### src/rtl/mul_ln2_pkg.sv
// Shared FPU constants for the ln2 scaling unit.
// Field widths, the ln2 mantissa and the all-ones exponent.
package mul_ln2_pkg;
  localparam int FP_WIDTH   = 32;
  localparam int FP_EXPO    = 8;
  localparam int FP_MANT    = 23;
  localparam int SIG_WIDTH  = FP_MANT + 1;
  localparam int PROD_WIDTH = 2 * SIG_WIDTH;

  // ln2 = 0.693147..., as 1.23 fixed point scaled by 2
  localparam logic [SIG_WIDTH-1:0] LN2_MANT = 24'hB17218;
  localparam logic [FP_EXPO-1:0]   EXPO_ONES = 8'hFF;
endpackage

### src/rtl/mul_ln2_if.sv
// Operand/result valid-ready stream bundle for mul_ln2.
// master drives operands and accepts results; slave is the unit.
interface mul_ln2_if #(
    parameter int DATA_WIDTH = 32
);
    logic                  vld_in;
    logic                  rdy_in;
    logic [DATA_WIDTH-1:0] Oprand_A_D;
    logic [DATA_WIDTH-1:0] Result_out;
    logic                  vld_out;
    logic                  rdy_out;

    modport master (
        output vld_in, Oprand_A_D, rdy_out,
        input  rdy_in, Result_out, vld_out
    );

    modport slave (
        input  vld_in, Oprand_A_D, rdy_out,
        output rdy_in, Result_out, vld_out
    );
endinterface

### src/rtl/mul_ln2_mant_mult.sv
// Constant multiply of a 1.23 significand by the ln2 mantissa.
// Pure shift-add over the set bits of the constant.
module ln2_mant_mult
    import mul_ln2_pkg::*;
(
    input  logic [SIG_WIDTH-1:0]  a,
    output logic [PROD_WIDTH-1:0] p
);
    always_comb begin
        p = '0;
        for (int i = 0; i < SIG_WIDTH; i++) begin
            if (LN2_MANT[i])
                p = p + ({{SIG_WIDTH{1'b0}}, a} << i);
        end
    end
endmodule

### src/rtl/mul_ln2.sv
// FP32 x*ln2, two-stage valid/ready pipeline.
// Stage0 holds the operand, stage1 holds the rounded-down result.
module mul_ln2
    import mul_ln2_pkg::*;
#(
    parameter int DATA_WIDTH = FP_WIDTH,
    parameter int EXPO_WIDTH = FP_EXPO,
    parameter int MANT_WIDTH = FP_MANT
) (
    input logic    clk,
    input logic    rst,
    input logic    en,
    mul_ln2_if.slave io
);
    localparam int MW = MANT_WIDTH;
    localparam int EW = EXPO_WIDTH;
    localparam logic [EW-1:0] ONES = EW'(EXPO_ONES);

    logic                  s0_vld;
    logic [DATA_WIDTH-1:0] s0_data;
    logic                  s1_vld;
    logic [DATA_WIDTH-1:0] s1_data;
    logic                  s1_free;
    logic                  s0_open;

    logic                  sign;
    logic [EW-1:0]         expo;
    logic [EW-1:0]         expo_r;
    logic [MW:0]           sig;
    logic [2*MW+1:0]       prod;
    logic                  shift;
    logic [MW-1:0]         mant;
    logic [DATA_WIDTH-1:0] res;

    assign s1_free = ~s1_vld | io.rdy_out;
    assign s0_open = ~s0_vld | s1_free;

    assign io.rdy_in     = en & ~rst & s0_open;
    assign io.vld_out    = s1_vld;
    assign io.Result_out = s1_data;

    assign sign = s0_data[DATA_WIDTH-1];
    assign expo = s0_data[DATA_WIDTH-2 -: EW];
    assign sig  = {1'b1, s0_data[MW-1:0]};

    ln2_mant_mult u_mult (
        .a (sig),
        .p (prod)
    );

    // Product is in [0.69, 1.39): at most one bit of normalisation
    assign shift  = prod[2*MW+1];
    assign mant   = shift ? prod[2*MW:MW+1] : prod[2*MW-1:MW];
    assign expo_r = expo - EW'(1) + EW'(shift);

    always_comb begin
        res = {sign, expo_r, mant};
        unique case (1'b1)
            (expo == '0): res = {sign, {(DATA_WIDTH-1){1'b0}}};
            (expo == ONES): res = {sign, ONES, {MW{1'b0}}};
            (expo == EW'(1) && !shift):
                res = {sign, {(DATA_WIDTH-1){1'b0}}};
            default: ;
        endcase
    end

    always_ff @(posedge clk or posedge rst) begin
        if (rst) begin
            s0_vld  <= 1'b0;
            s0_data <= '0;
        end else if (en && s0_open) begin
            s0_vld <= io.vld_in;
            if (io.vld_in)
                s0_data <= io.Oprand_A_D;
        end
    end

    always_ff @(posedge clk or posedge rst) begin
        if (rst) begin
            s1_vld  <= 1'b0;
            s1_data <= '0;
        end else if (en && s1_free) begin
            s1_vld <= s0_vld;
            if (s0_vld)
                s1_data <= res;
        end
    end
endmodule
### src/flat_wrapper.sv
// flat-port wrapper written by rule: the top's interface ports become plain ports
module mul_ln2_flat import mul_ln2_pkg::*;
#(
    parameter int DATA_WIDTH = FP_WIDTH,
    parameter int EXPO_WIDTH = FP_EXPO,
    parameter int MANT_WIDTH = FP_MANT
)
  (clk, rst, en, io_vld_in, io_Oprand_A_D, io_rdy_out, io_rdy_in, io_Result_out, io_vld_out);
  mul_ln2_if #(.DATA_WIDTH(DATA_WIDTH)) io_i ();
  input logic clk;
  input logic rst;
  input logic en;
  input wire logic [$bits(io_i.vld_in)-1:0] io_vld_in;
  input wire logic [$bits(io_i.Oprand_A_D)-1:0] io_Oprand_A_D;
  input wire logic [$bits(io_i.rdy_out)-1:0] io_rdy_out;
  output wire logic [$bits(io_i.rdy_in)-1:0] io_rdy_in;
  output wire logic [$bits(io_i.Result_out)-1:0] io_Result_out;
  output wire logic [$bits(io_i.vld_out)-1:0] io_vld_out;
  assign io_i.vld_in = io_vld_in;
  assign io_i.Oprand_A_D = io_Oprand_A_D;
  assign io_i.rdy_out = io_rdy_out;
  assign io_rdy_in = io_i.rdy_in;
  assign io_Result_out = io_i.Result_out;
  assign io_vld_out = io_i.vld_out;
  mul_ln2 #(.DATA_WIDTH(DATA_WIDTH), .EXPO_WIDTH(EXPO_WIDTH), .MANT_WIDTH(MANT_WIDTH)) u_core (.clk(clk), .rst(rst), .en(en), .io(io_i));
endmodule
### config.mk
export PLATFORM = sky130hd
export DESIGN_NAME = mul_ln2_flat
export DESIGN_NICKNAME = d
export VERILOG_FILES = /design/src/rtl/mul_ln2_pkg.sv /design/src/rtl/mul_ln2_if.sv /design/src/rtl/mul_ln2_mant_mult.sv /design/src/rtl/mul_ln2.sv /design/src/flat_wrapper.sv
export SDC_FILE = /design/constraint.sdc
export NUM_CORES = 1
export LEC_CHECK = 0
export BUFFER_PORTS_ARGS = -buffer_cell sky130_fd_sc_hd__buf_4
export CAP_MARGIN = 10
export CORE_AREA = 2 2 136 138
export DETAILED_ROUTE_END_ITERATION = 12
export DIE_AREA = 0 0 138 140
export PLACE_DENSITY_LB_ADDON = 0.12
export SLEW_MARGIN = 5
export SYNTH_ARGS = -nofsm -noshare
export SYNTH_HDL_FRONTEND = slang
export SYNTH_SLANG_ARGS = --single-unit
### constraint.sdc
create_clock -name clk -period 16.85 [get_ports clk]
set_input_delay 0.8425 -clock clk [delete_from_list [all_inputs] [get_ports clk]]
set_output_delay 0.8425 -clock clk [all_outputs]
set_load 0.05 [all_outputs]
* Yosys cells after proc, flatten, opt, wreduce, memory -nomap -nowiden
Cells that the tools add are included.
Word-level totals: flip-flop bits (word level) 66, input port bits 37, output and inout bits 34, logic and storage cells 34
Cells by class: bitwise operators 7, muxes and demuxes 2, eq/ne operators 2, reductions and logical operators 8, $add $sub $neg 11
Operator list (number):
- $pmux 31 s2 | 1
- $add 48x38->48 | 1
- $add 48x40->48 | 1
- $add 48x44->48 | 1
- $add 48x45->48 | 1
- $add 48x47->48 | 1
- $add 37x37->38 | 1
- $add 34x36->37 | 1
- $add 29x33->34 | 1
- $add 27x28->29 | 1
- $mux 23 | 1
- $add 8x1->8 | 1
- $eq 8x1->1 const B | 1
- $eq 8x8->1 const B | 1
- $logic_not 8->1 | 1
- $sub 8x1->8 const B | 1
- $reduce_and 2->1 | 2
- $logic_and 1x1->1 | 3
- $not 1->1 | 3
- $and 1x1->1 | 2
- $or 1x1->1 | 2
- $reduce_or 2->1 | 1
- $logic_not 1->1 | 1

* Logic depth before layout (Yosys ltp)
depth in word-level cells 13, depth in mapped cells 40, depth with buffers taken out 38

* Hierarchy
From an unflattened synthesis, not the netlist that was laid out.
Unflattened totals: cell total of the unflattened synthesis 1020, area total of the unflattened synthesis 10126.0 um^2
Modules (own cells, without submodules):
- ln2_mant_mult | cells an instance 773, instances 1, seq. area each 0.0 um^2, area an instance 7113.1 um^2
- mul_ln2 | cells an instance 247, instances 1, seq. area each 1651.6 um^2, area an instance 3012.9 um^2

* Worst setup path before layout
OpenSTA, ideal clock, no wires.
path type reg2reg, start register u_core.s0_data[1], end register u_core.s1_data[27] (netlist: u_core.io.Result_out[27]), stages on the path, launching flop included 41, library setup time 0.066 ns, arrival time 8.789 ns, setup slack 7.995 ns, required time 16.784 ns, path buffers 2, clock period less this slack 8.855 ns, cells stage by stage dfrtp_1 > inv_1 > fa_1 > inv_1 > fa_1 > inv_1 > fa_1 > inv_1 > ha_1 > o21a_1 > o21a_1 > o21a_1 > nor2_1 > o31a_1 > a21oi_1 > a21oi_1 > nor2b_1 > nor2_1 > [... 5 more ...] > inv_1 > ha_1 > buf_4 > a21o_1 > a21o_1 > a2111oi_2 > nand4_2 > nand4_1 > nand2_1 > a31oi_4 > buf_4 > ha_1 > ha_1 > inv_1 > or3_1 > xor2_1 > o21ai_0 > o21a_1
On the way: cells in the longest elaborated chain, start to end 13, elaborated cells on any way between the ends 14, those cells by class add/sub (10); mux (1); reduce/logical (3)
Ends and longest elaborated chain:
- start: declaration | line mul_ln2.sv:20 | logic [DATA_WIDTH-1:0] s0_data;
- start signal: assignment | line mul_ln2.sv:74 | s0_data <= io.Oprand_A_D;
- $add 27x28->29 | line mul_ln2_mant_mult.sv:13 | p = p + ({{SIG_WIDTH{1'b0}}, a} << i);
- $add 29x33->34 | line mul_ln2_mant_mult.sv:13
- $add 34x36->37 | line mul_ln2_mant_mult.sv:13
- $add 37x37->38 | line mul_ln2_mant_mult.sv:13
- $add 48x38->48 | line mul_ln2_mant_mult.sv:13
- $add 48x40->48 | line mul_ln2_mant_mult.sv:13
- $add 48x44->48 | line mul_ln2_mant_mult.sv:13
- $add 48x45->48 | line mul_ln2_mant_mult.sv:13
- $add 48x47->48 (*) | line mul_ln2_mant_mult.sv:13
- parallel branches: the longest is 3 deep, another holds $add 8x1->8
- $pmux 31 s2 (*) | line mul_ln2.sv:58 | unique case (1'b1)
- end signal: assignment | line mul_ln2.sv:85 | s1_data <= res;
- end: declaration | line mul_ln2.sv:22 | logic [DATA_WIDTH-1:0] s1_data;
Mark *: on every way between the ends. A chain may end at the register's enable or synchronous reset.

* Worst setup path in the final report
Ends and elaborated chain as after synthesis.

==> results.md <==
- Ranked by total cell area, the synthesized netlist is headed by sky130_fd_sc_hd__fa_1 (26%), sky130_fd_sc_hd__dfrtp_1 (17%), sky130_fd_sc_hd__ha_1 (16%), sky130_fd_sc_hd__inv_1 (9.2%), sky130_fd_sc_hd__nand2_1 (3.2%).
- The congestion estimate from routability-driven global placement came to 0.888.
- Summing over every cut layer, the via total after detailed routing is 7,123.
- The met3 routing resource usage after global routing is ~4%.
- After synthesis, the largest area contributor takes up a little over a quarter of total cell area.
- Setup repair after global routing left no endpoint under its margin.
- Using the TritonRoute via totals, the vias-per-cell ratio works out to 5.32.
- At the pin with the least slew margin, the transition time is 900 ps.
- After routing, the total negative slack on setup checks comes to 0 ps.
- The cell taking the most area after synthesis is sky130_fd_sc_hd__fa_1.
- The count of nets left with antenna violations once routing finished came out at 0.
- The later pin in the worst-skew pair is clocked with a latency of ~350 ps.
- The library cell contributing the largest single delay on the critical path is sky130_fd_sc_hd__a31oi_4.
- The fraction of synthesis flops using an asynchronous set or reset pin is between 90% and 100%.
- The row count is a little under 50.
- Counting the fill cells in the layout gives around 1,600.
- The first-pass GRT wire length is approximately 37 mm.
- The clock arrives with 14.0 ps of skew.
- The worst setup path is captured at a register.
- The final hold violation count was 0.
- In this design, the stage delay of the slowest critical-path cell is just under 700 ps.
- Setup violations remaining at the end of the flow were counted as 0.
- In this run the worst path has a maximum fanout of 22.
- The number of antenna diodes is 0.
- The number of global-route vias before repair is between 7,000 and 8,000.
- In this run the tightest slew margin relative to its limit is about two fifths.
- The arrival time of data at the critical path endpoint is around 10,000 ps.
- The share of synthesized area occupied by flip-flops and latches is around 17%.
- The number of clock buffers added by TritonCTS is 9.
- The worst path needs roughly 10000 ps of the cycle, external delays included.
- The count of warnings emitted by yosys is 0.
- Entering global routing, the biggest net connects between 60 and 70 pins.
- The class of the tightest hold or removal check is register to register.
- After clock tree synthesis, the flow added hold-fix buffers numbering 0.
- The average instance in the mapped netlist occupies about 9.3 um2.
- The number of cells on the worst reg-to-reg path is 38.
- The number of clock sinks is 66.
- In this run the standard cell core region covers 17,800 um2.
- The die covers between 15,000 and 20,000 um2.
- The count of cells resized by post-cts repair is 0.
- In the finished design, the share of the clock period the worst path needs comes to between 50% and 60%.
- The area growth from synthesis to layout is 11.0%.
- met2 is the most crowded layer.
- The met2 track utilization from global routing is between 30% and 40%.
- The number of setup buffers added after CTS is 0.
- The top-level I/O count is 71.
- The number of pins with negative max-slew slack in the final report is 0.
- The fraction of layout instances using a drive strength above 1 is a little over a tenth.
- The total detailed-routing wirelength is 21.9 mm.
- The TritonCTS clock tree is built.
- The floorplan step set the die width to 138 um.
- Timing would allow up to 100 MHz.
- For this block, the initial DRC count from the detailed router was 410.
- After global routing the overflow that remains totals 0.
- Counting stages on the worst path, the most repeated cell is sky130_fd_sc_hd__inv_1.
- The net count of the finished layout is approximately 1,400.
- Across all setup checks in the final design, the least slack found is ~6900 ps.
- Counting along the longest clock path gives a buffer depth of 2.
- The flow ran to the end, and the final reports show no timing, DRC or antenna violations.
- The first detailed-routing pass ran for 5 iterations.
- STA puts the critical path data required time at 17,130 ps.
- The number of max-cap violations is 0.
- The worst setup path is launched from a register.
- The cell sitting at the root of the clock tree is a sky130_fd_sc_hd__clkbuf_16.
- The path with the worst hold slack has its endpoint at u_core.io.Result_out[31]$_DFFE_PP0P_.
- For flop-to-flop paths, the worst setup slack is roughly 6900 ps.
- Leaving out fill and tap cells, the most frequent cells in the layout are sky130_fd_sc_hd__inv_1 (235), sky130_fd_sc_hd__fa_1 (128), sky130_fd_sc_hd__ha_1 (125).
- The cell count of the worst hold path is 2.
- The endpoint of the most critical register-to-register path is u_core.io.Result_out[27]$_DFFE_PP0P_.
- The gate count after technology mapping is between 1,000 and 1,500.
- After clock tree synthesis, the clock-pin slew on the worst setup and hold paths is approximately 70 ps.
- The library cell used most frequently in the layout, excluding fill and tap cells, is sky130_fd_sc_hd__inv_1.
- The number of antenna violations at the first check in global routing is 0.
- For this run, global-route usage on met1 was measured as roughly 34%.
- The post-synth net total is 1,331.
- The class of the most critical setup path is register to register.
- The post-synthesis register bit count is 66.
- The startpoint of the lowest-slack hold path is u_core.s0_data[31]$_DFFE_PP0P_.
- The per-cell routed wire length is 16.4 um.
- Global routing consumed, over all layers together, a little under a quarter of the routing resources.
- The number of levels the H-tree was split into is 3.
- The number of library cell types mapped by synthesis is slightly above 60.
- Input and output buffers added on the ports amount to 70.
- The die outline height is between 100 and 150 um.
- The startpoint identified for the worst register-to-register timing path is u_core.s0_data[1]$_DFFE_PP0P_.
- At the placement stage, the worst setup path has a slack of around 6900 ps.
- The top flip-flop cell by instance count after synthesis is sky130_fd_sc_hd__dfrtp_1.
- Yosys mapped a number of flops with a built-in enable equal to 0.
- The synthesized area is approximately 9700 um2.
- In the routed design, unresolved DRC markers number 0.
- Summed over all nets, the half-perimeter wirelength after detailed placement is roughly 18 mm.
- The starting density of the core is between 50% and 60%.
==> cell families after synthesis <==
group / Yosys count / synth area share, %
buffers and inverters: 257 / 10.4
AND/OR/NAND/NOR: 192 / 9.46
adder cells (fa/ha/maj): 253 / 42.6
flip-flops: 66 / 17.1
AO/OA/AOI/OAI: 199 / 13.2
XOR/XNOR: 47 / 4.33
multiplexers: 27 / 2.88
==> critical path, delay by kind of cell, from the launching register on <==
kind | cells | cell delay, ps
simple gates | 7 | 1060
flops | 1 | 590
xor+xnor | 2 | 280
fa+ha+maj | 10 | 4380
buf+inv | 7 | 520
compound gates | 12 | 3030
==> layer usage <==
metal  share of wire [%]  up-vias  wire length (um)
met1                  47     3445             10400
met4                 1.6        0               359
met3                 4.2       25               922
met2                  47      147             10200
li1                    -     3506                 -
met5                   0        -                 0
==> Yosys cell counts (all sizes together) (6+ instances only) <==
master and number:
nand3 15, xnor2 28, o21a 10, xor2 19
inv 237, nand2b 7, ha 125, a21o 26
nand4 15, clkbuf 12, nand2 82, nor3 11
and3 10, mux2i 20, nor2 27, o21ai 69
a21oi 52, mux2 7, o21bai 6, a31oi 9
fa 128, dfrtp 66, nor2b 8, buf 8
==> worst max path at each step <==
| stage | from | slack [ps] | cells after the start | endpoint |
|---|---|---|---|---|
| after floorplan | u_core.s0_data[1]$_DFFE_PP0P_ | 7990 | 40 | u_core.io.Result_out[27]$_DFFE_PP0P_ |
| after global placement | u_core.s0_data[1]$_DFFE_PP0P_ | 7060 | 38 | u_core.io.Result_out[27]$_DFFE_PP0P_ |
| after detailed placement | u_core.s0_data[1]$_DFFE_PP0P_ | 6870 | 38 | u_core.io.Result_out[27]$_DFFE_PP0P_ |
| after CTS | u_core.s0_data[1]$_DFFE_PP0P_ | 6850 | 38 | u_core.io.Result_out[27]$_DFFE_PP0P_ |
| after global routing | u_core.s0_data[2]$_DFFE_PP0P_ | 6180 | 37 | u_core.io.Result_out[27]$_DFFE_PP0P_ |
| final | u_core.s0_data[1]$_DFFE_PP0P_ | 6880 | 38 | u_core.io.Result_out[27]$_DFFE_PP0P_ |
==> state kept, by name (all words and copies together), names as in the netlist <==
signal	cells
u_core.io.vld_out	1
u_core.s0_vld	1
u_core.io.Result_out	32
u_core.s0_data	32
==> layout make-up <==
| class | instances | area [um2] | area share [%] |
|---|---|---|---|
| multi-input cells | 718 | 7030 | 65.4 |
| flip-flops and latches | 66 | 1650 | 15.4 |
| clock buffers | 10 | 239 | 2.23 |
| inverters | 237 | 890 | 8.28 |
| well taps | 229 | 287 | 2.67 |
| clock inverters | 6 | 90.1 | 0.839 |
| repair buffers | 74 | 556 | 5.17 |
==> metrics by stage <==
stage / std cells / hold slack, ps / area (um2) / utilization [%]
after global placement: 1324 / 443 / 10400 / 58.6
after detailed placement: 1324 / 454 / 10400 / 58.6
final: 1340 / 463 / 10700 / 60.4
after CTS: 1340 / 467 / 10700 / 60.4
after global routing: 1340 / 516 / 10700 / 60.4
after floorplan: 1041 / 435 / 9680 / -
Power is left out: the tool's default activity adds up to more than one toggle a clock period on the data nets, which glitch-free logic cannot reach.
